$ cat src/rtl/mag_compare_serial.sv
// Bit-serial magnitude comparator, MSB first with early exit; result held on eq/gt/lt and steps.
// Latency: m+1 cycles from start to done (m = bits examined). start is ignored while busy, and accepted again in the DONE cycle.
module mag_compare_serial #(
    parameter int WIDTH  = 4,
    parameter bit SIGNED = 1'b0
) (
    input  logic                     CLK100MHZ,
    input  logic                     CPU_RESETN,
    input  logic [WIDTH-1:0]         a,
    input  logic [WIDTH-1:0]         b,
    input  logic                     start,
    output logic                     busy,
    output logic                     done,
    output logic                     eq,
    output logic                     gt,
    output logic                     lt,
    output logic [$clog2(WIDTH):0]   steps
);

    localparam int IW = $clog2(WIDTH);
    localparam int SW = IW + 1;

    typedef enum logic [1:0] {IDLE, SHIFT, DONE} state_t;

    state_t          state_q, state_d;
    logic [WIDTH-1:0] a_q, a_d, b_q, b_d;
    logic [IW-1:0]   idx_q, idx_d;
    logic            eq_q, eq_d, gt_q, gt_d, lt_q, lt_d;
    logic [SW-1:0]   steps_q, steps_d;

    logic bit_a, bit_b, sign_pos, a_wins;

    always_ff @(posedge CLK100MHZ or negedge CPU_RESETN) begin
        if (!CPU_RESETN) begin
            state_q <= IDLE;
            a_q     <= '0;
            b_q     <= '0;
            idx_q   <= '0;
            eq_q    <= 1'b0;
            gt_q    <= 1'b0;
            lt_q    <= 1'b0;
            steps_q <= '0;
        end else begin
            state_q <= state_d;
            a_q     <= a_d;
            b_q     <= b_d;
            idx_q   <= idx_d;
            eq_q    <= eq_d;
            gt_q    <= gt_d;
            lt_q    <= lt_d;
            steps_q <= steps_d;
        end
    end

    always_comb begin
        state_d  = state_q;
        a_d      = a_q;
        b_d      = b_q;
        idx_d    = idx_q;
        eq_d     = eq_q;
        gt_d     = gt_q;
        lt_d     = lt_q;
        steps_d  = steps_q;
        bit_a    = a_q[idx_q];
        bit_b    = b_q[idx_q];
        // In signed mode the sign bit carries negative weight, so a set bit there means smaller.
        sign_pos = SIGNED && (idx_q == IW'(WIDTH - 1));
        a_wins   = sign_pos ? bit_b : bit_a;

        case (state_q)
            IDLE, DONE: begin
                if (start) begin
                    a_d     = a;
                    b_d     = b;
                    idx_d   = IW'(WIDTH - 1);
                    state_d = SHIFT;
                end else begin
                    state_d = IDLE;
                end
            end
            SHIFT: begin
                if (bit_a != bit_b) begin
                    eq_d    = 1'b0;
                    gt_d    = a_wins;
                    lt_d    = !a_wins;
                    steps_d = SW'(WIDTH) - SW'(idx_q);
                    state_d = DONE;
                end else if (idx_q == '0) begin
                    eq_d    = 1'b1;
                    gt_d    = 1'b0;
                    lt_d    = 1'b0;
                    steps_d = SW'(WIDTH);
                    state_d = DONE;
                end else begin
                    idx_d = idx_q - IW'(1);
                end
            end
            default: state_d = IDLE;
        endcase
    end

    always_comb begin
        busy  = (state_q == SHIFT);
        done  = (state_q == DONE);
        eq    = eq_q;
        gt    = gt_q;
        lt    = lt_q;
        steps = steps_q;
    end

endmodule

$ cat config.mk
export PLATFORM = sky130hd
export DESIGN_NAME = mag_compare_serial
export DESIGN_NICKNAME = d
export VERILOG_FILES = /design/src/rtl/mag_compare_serial.sv
export SDC_FILE = /design/constraint.sdc
export NUM_CORES = 1
export LEC_CHECK = 0
export CAP_MARGIN = 20
export CORE_MARGIN = 3
export CORE_UTILIZATION = 50
export DETAILED_ROUTE_END_ITERATION = 10
export PLACE_DENSITY = 0.84
export SLEW_MARGIN = 0
export SYNTH_ARGS = -nofsm -noshare
export SYNTH_HDL_FRONTEND = slang
export SYNTH_SLANG_ARGS = --single-unit
$ cat constraint.sdc
create_clock -name CLK100MHZ -period 4.8 [get_ports CLK100MHZ]
set_input_delay 0.96 -clock CLK100MHZ [delete_from_list [all_inputs] [get_ports CLK100MHZ]]
set_output_delay 0.96 -clock CLK100MHZ [all_outputs]
set_load 0.01 [all_outputs]
==> flow_summary_export.csv, run 1 <==
group,metric,value,unit
routing,drt_iter0_markers,8,
clocking,cts_sinks,18,
power_and_ir_drop,combPwrFrac,47.5,%
global_routing,track_usage,16.58,%
synth,netlist_area,798.3,um^2
power_and_ir_drop,power.total,681.9,uW
worst_setup_path,max_stage_delay,0.54,ns
global_routing,grt_pass1_vias,525,
global_routing,grt_max_degree,19,
global_routing,met2_usage,26.10,%
cells_and_area,fin_nets,94,
timing,fin_worst_skew,0.004832,ns
timing,finalHoldViolCount,0,
floorplanning,die_area,2112,um^2
routing,vias_per_cell,5.404,
timing,period_share,52.32,%
power_and_ir_drop,p_leak,0.4678,nW
global_routing,gr-total-overflow,0,
cells_and_area,regArea,450.4,um^2
floorplanning,start_util,57.07,%
timing,fin_hold_ws,0.4958,ns
timing,fin_setup_tns,0,ns
timing,worstMarginPinSlew,0.8431,ns
clocking,htreeDepth,1,
timing,rsz0062_at_grt,"no",
global_routing,gr-usage-met1,21.28,%
worst_setup_path,path_cells,"nand2b_2 > inv_1 > clkdlybuf4s50_1",
synth,synth-seq-area-share,56.43,%
min_path,hold_path.class,"reg -> reg",
routing,drc,0,
synth,ys_ff_latch,18,
synth,syn-num-nets,72,
worst_setup_path,worstPathBufferInverterCount,2,
worst_setup_path,start_kind,"flop",
clocking,cts_root_buf,"clkbuf_4",
global_routing,grt_pass1_wl,2.394,mm
synth,synthCells,58,
placement,dp_hpwl,1.061,mm
clocking,clk_pin_slew,0.11,ns
cells_and_area,drive_gt1_share,27.85,%
power_and_ir_drop,clkPwrFrac,14.0,%
routing,postRouteAntennaNets,0,
clocking,cts_tree,"built",
cells_and_area,n_antenna_cell,0,
routing,wl_per_cell,14.86,um
clocking,cts.path.max_buffers,2,
timing,layout_min_cycle_time,2.511,ns
clocking,postCtsResizedCells,0,
clocking,numCtsBuffers,3,
floorplanning,ios,19,
worst_setup_path,critical_path.top_delay_family,"buffers and inverters",
floorplanning,row_count,13,
timing,relSlewSlack,43.68,%
routing,firstDrtPassIters,4,
clocking,cts_setup_buffers,0,
cells_and_area,multi_input_area,311.5,um^2
cells_and_area,syn_to_final_growth,28.53,%
clocking,clk_latency,0.30,ns
worst_setup_path,critPathMaxFanout,5,
routing,via_count,508,
timing,max_freq,398.2,MHz
clocking,holdBufCountCts,0,
worst_setup_path,slowest_stage,"clkdlybuf4s50_1",
power_and_ir_drop,ir_worst_vdd,339.9,uV
power_and_ir_drop,power.internal,448.8,uW
global_routing,antenna_found_initial,0,
floorplanning,fp.coreArea,1399,um^2
power_and_ir_drop,p_seq_share,38.5,%
floorplanning,fp.dieW,45.96,um
worst_setup_path,required,3.84,ns
synth,synthDistinctLibCells,20,
worst_setup_path,path_class,"reg -> out",
cells_and_area,final_cell_mix,"dfrtp_1, clkdlybuf4s50_1, mux2_2",
power_and_ir_drop,swShare,34.18,%
worst_setup_path,crit_path_end_kind,"output pin",
global_routing,use_met3,2.372,%
power_and_ir_drop,p_per_area,664.6,nW/um^2
synth,ys_warn_count,0,
cells_and_area,final.fill_count,91,
global_routing,busiest_layer,"met2",
worst_setup_path,worstPathArrival,1.55,ns
floorplanning,die_y,45.96,um
routing,wirelength,1.397,mm
power_and_ir_drop,switchingPower,233.1,uW
placement,io_buffers,18,
timing,setup_viol,0,
synth,avgSynthCellArea,13.76,um^2
run_status,status,"complete, no violations",
flow_run,maxCapViolations,0,
timing,final_max_slew_viol_count,0,
cells_and_area,final_util,73.35,%
placement,gp_congestion,0.7428,
-- stage by stage --
| step | area, um^2 | worst slack [ns] | std cells |
|---|---|---|---|
| 4_1_cts | 1026 | 2.293 | 94 |
| 2_1_floorplan | 798.3 | 2.808 | 58 |
| 5_1_grt | 1026 | 2.227 | 94 |
| 6_report | 1026 | 2.289 | 94 |
| 3_5_place_dp | 989.7 | 2.171 | 90 |
| 3_3_place_gp | 989.7 | 2.200 | 90 |
-- per-layer routing --
layer / part of all wire, % / vias to the layer above
met4: 2.4 / 0
met1: 43 / 250
met2: 51 / 12
li1: - / 241
met5: 0 / -
met3: 3.4 / 5
-- kinds of logic after synthesis --
| family | count (synthesis) | share of synthesized area (%) |
|---|---|---|
| multiplexers | 12 | 19.75 |
| AND/OR/NAND/NOR | 9 | 7.211 |
| AO/OA/AOI/OAI | 8 | 7.366 |
| flip-flops | 18 | 56.43 |
| adder cells (fa/ha/maj) | 3 | 4.703 |
| buffers and inverters | 8 | 4.546 |
-- area by class of cell --
class / count / share of cell area (%)
timing repair buffer: 18 / 17.56
multi-input combinational: 32 / 30.37
inverter: 7 / 2.805
sequential: 18 / 43.90
tap: 15 / 1.829
clock buffer: 4 / 3.537
-- cells in the mapped netlist --
cell | number | share of area, %
a22o_1 | 1 | 1.1
or2_2 | 1 | 0.78
and4bb_2 | 1 | 1.6
inv_1 | 4 | 1.9
ha_1 | 3 | 4.7
a22o_2 | 1 | 1.3
nor2b_1 | 2 | 1.6
buf_4 | 1 | 0.94
inv_4 | 1 | 0.78
mux2_1 | 2 | 2.8
nor2_1 | 2 | 0.94
nor3_1 | 2 | 1.3
dfrtp_1 | 18 | 56
mux2_2 | 8 | 11
nand2b_2 | 1 | 1.1
inv_2 | 2 | 0.94
mux4_2 | 2 | 5.6
a21o_4 | 1 | 1.9
o21ai_0 | 2 | 1.3
a21oi_1 | 3 | 1.9
-- power groups by stage --
stage                     clock network (mW)  logic [mW]  registers, mW
after detailed placement                   0       0.325          0.267
final                                 0.0955       0.324          0.263
after global placement                     0       0.311          0.263
after floorplan                            0       0.216          0.264
after CTS                             0.0954       0.326          0.263
after global routing                   0.103       0.362          0.273
-- state kept, by name (all words and copies together), names as in the netlist --
register	cells
gt	1
steps	3
eq	1
a_q	4
b_q	4
idx_q	2
lt	1
state_q	2
-- final timing paths --
path	startpoint	end	slack (ns)	cells after the start
max	state_q[1]$_DFFE_PN0P_	busy	2.29	3
min	gt$_DFFE_PN0P_	gt$_DFFE_PN0P_	0.50	1
max reg2reg	idx_q[0]$_DFFE_PN0P_	lt$_DFFE_PN0P_	2.67	5
min reg2reg	gt$_DFFE_PN0P_	gt$_DFFE_PN0P_	0.50	1
max in group asynchronous	CPU_RESETN	idx_q[0]$_DFFE_PN0P_	3.19	1
min in group asynchronous	CPU_RESETN	a_q[0]$_DFFE_PN0P_	1.11	1
Power figures use the tool's default switching activity.
==> run 2: changes to the inputs <==
--- a/config.mk
+++ b/config.mk
@@ -6,10 +6,11 @@
 export NUM_CORES = 1
 export LEC_CHECK = 0
 export CAP_MARGIN = 20
+export CORE_ASPECT_RATIO = 0.8
 export CORE_MARGIN = 3
-export CORE_UTILIZATION = 50
+export CORE_UTILIZATION = 42
 export DETAILED_ROUTE_END_ITERATION = 10
-export PLACE_DENSITY = 0.84
+export PLACE_DENSITY = 0.76
 export SLEW_MARGIN = 0
 export SYNTH_ARGS = -nofsm -noshare
 export SYNTH_HDL_FRONTEND = slang
==> constraint.sdc (replaced) <==
create_clock -name CLK100MHZ -period 2 [get_ports CLK100MHZ]
set_input_delay 0.4 -clock CLK100MHZ [delete_from_list [all_inputs] [get_ports CLK100MHZ]]
set_output_delay 0.4 -clock CLK100MHZ [all_outputs]
set_load 0.01 [all_outputs]
==> run 2 against run 1 <==
  * Sequential share of layout area down 3.5 points
  * Core utilization down 8.1 points
  * Critical path type is now reg -> reg
  * Sequential power up 140%
  * Final cell count up 14%
  * Combinational power rose to 3.0 times the previous value
  * Clock skew down 0.0042 ns
  * Design area up 8.7%
  * Flip-flop and latch count unchanged
  * Largest power group unchanged
  * Clock power up 130%
==> flow_summary_export.csv, run 2 (synthesis gave the netlist of run 1 again) <==
group,metric,value,unit
placement,dp_hpwl,1.067,mm
timing,max_freq,510.4,MHz
floorplanning,die_area,2463,um^2
global_routing,grt_max_degree,19,
global_routing,grt_pass1_vias,535,
worst_setup_path,worstPathArrival,2.14,ns
flow_run,maxCapViolations,0,
timing,period_share,97.96,%
routing,postRouteAntennaNets,0,
cells_and_area,final_util,65.27,%
global_routing,track_usage,13.93,%
timing,worstMarginPinSlew,0.3589,ns
power_and_ir_drop,ir_worst_vdd,868.9,uV
worst_setup_path,path_cells,"mux4_2 > ha_4 > a21o_4 > inv_4 > mux2_4",
timing,relSlewSlack,76.02,%
min_path,hold_path.class,"in -> async",
power_and_ir_drop,p_leak,0.5131,nW
global_routing,antenna_found_initial,0,
global_routing,grt_pass1_wl,2.470,mm
worst_setup_path,critPathMaxFanout,4,
floorplanning,row_count,13,
worst_setup_path,critical_path.top_delay_family,"multiplexers",
power_and_ir_drop,p_per_area,1634,nW/um^2
routing,wl_per_cell,13.13,um
routing,firstDrtPassIters,3,
clocking,cts.path.max_buffers,2,
global_routing,gr-total-overflow,0,
cells_and_area,drive_gt1_share,38.82,%
worst_setup_path,path_class,"reg -> reg",
cells_and_area,n_antenna_cell,0,
timing,fin_hold_ws,0.4351,ns
cells_and_area,syn_to_final_growth,39.66,%
routing,drc,0,
placement,gp_congestion,0.7306,
timing,finalHoldViolCount,0,
run_status,status,"complete, no violations",
timing,setup_viol,0,
worst_setup_path,max_stage_delay,0.57,ns
routing,wirelength,1.405,mm
floorplanning,start_util,46.74,%
clocking,cts_sinks,18,
clocking,cts_root_buf,"clkbuf_4",
timing,final_max_slew_viol_count,0,
placement,postPlaceCellArea,1021,um^2
clocking,clk_pin_slew,0.10,ns
floorplanning,die_y,45.00,um
timing,rsz0062_at_grt,"yes",
routing,drt_iter0_markers,7,
routing,vias_per_cell,4.935,
cells_and_area,final_cell_mix,"dfrtp_1, clkdlybuf4s50_1, mux2_2",
clocking,clk_latency,0.28,ns
clocking,numCtsBuffers,3,
worst_setup_path,crit_path_end_kind,"flop",
clocking,htreeDepth,1,
clocking,cts_tree,"built",
timing,layout_min_cycle_time,1.959,ns
timing,fin_worst_skew,0.0006063,ns
worst_setup_path,slowest_stage,"mux4_2",
floorplanning,fp.dieW,54.74,um
cells_and_area,final_area,1115,um^2
clocking,holdBufCountCts,0,
worst_setup_path,start_kind,"flop",
floorplanning,ios,19,
worst_setup_path,required,2.18,ns
floorplanning,fp.coreArea,1708,um^2
routing,via_count,528,
worst_setup_path,worstPathBufferInverterCount,1,
cells_and_area,fin_nets,100,
placement,io_buffers,18,
cells_and_area,layout_commonest_cell,"dfrtp_1",
run 2: timing repair:
item                                    4_1_cts  5_1_grt
resized for setup                             1        6
setup buffers                                 0        3
cloned                                        0        0
pin swaps                                     0        2
endpoints found under the setup margin        3        6
run 2: layout make-up:
| class | count | area, um^2 |
|---|---|---|
| repair buffers | 24 | 227.7 |
| flip-flops and latches | 18 | 450.4 |
| inverters | 7 | 28.78 |
| well taps | 22 | 27.53 |
| clock buffers | 4 | 36.28 |
| multi-input cells | 32 | 344.1 |
| fillers | 139 | 593.1 |
run 2: power breakdown:
| group | switching [mW] | leakage, nW | total, mW | internal, mW |
|---|---|---|---|---|
| logic | 0.387 | 0.275 | 0.974 | 0.587 |
| clock network | 0.104 | 0.0210 | 0.215 | 0.111 |
| registers | 0.103 | 0.217 | 0.632 | 0.529 |
| total | 0.595 | 0.513 | 1.82 | 1.23 |
run 2: path summary, 6_finish.rpt:
check | from | slack, ns | to | cells past startpoint
min reg2reg | steps[1]$_DFFE_PN0P_ | 0.51 | steps[1]$_DFFE_PN0P_ | 1
max | idx_q[0]$_DFFE_PN0P_ | 0.04 | gt$_DFFE_PN0P_ | 5
min | CPU_RESETN | 0.44 | lt$_DFFE_PN0P_ | 2
max reg2reg | idx_q[0]$_DFFE_PN0P_ | 0.04 | gt$_DFFE_PN0P_ | 5
min in group CLK100MHZ | steps[1]$_DFFE_PN0P_ | 0.51 | steps[1]$_DFFE_PN0P_ | 1
max in group asynchronous | CPU_RESETN | 1.38 | eq$_DFFE_PN0P_ | 2
run 2: per-layer routing:
metal  share of wire (%)  vias up  wire, um  track usage, %
li1                    -      258         -               -
met1                  46      255       643           19.74
met2                  47       15       667           20.99
met3                 6.8        0        95           4.290
met4                   0        0         0           2.985
met5                   0        -         0               0
run 2: worst reg2reg max path, cell delays in order (launching register included):
cell	delay [ns]
dfrtp_1	0.42
mux4_2	0.58
ha_4	0.28
a21o_4	0.23
inv_4	0.06
mux2_4	0.29
run 2: through the flow:
step | TNS, ns | setup slack (ns) | cells | total power [mW]
3_3_place_gp | 0 | 0.03315 | 100 | 1.403
4_1_cts | 0 | 0.04453 | 104 | 1.694
2_1_floorplan | 0 | 0.008027 | 58 | 1.154
5_1_grt | -0.06728 | -0.03399 | 107 | 1.979
3_5_place_dp | -0.01656 | -0.008286 | 100 | 1.430
6_report | 0 | 0.04072 | 107 | 1.821
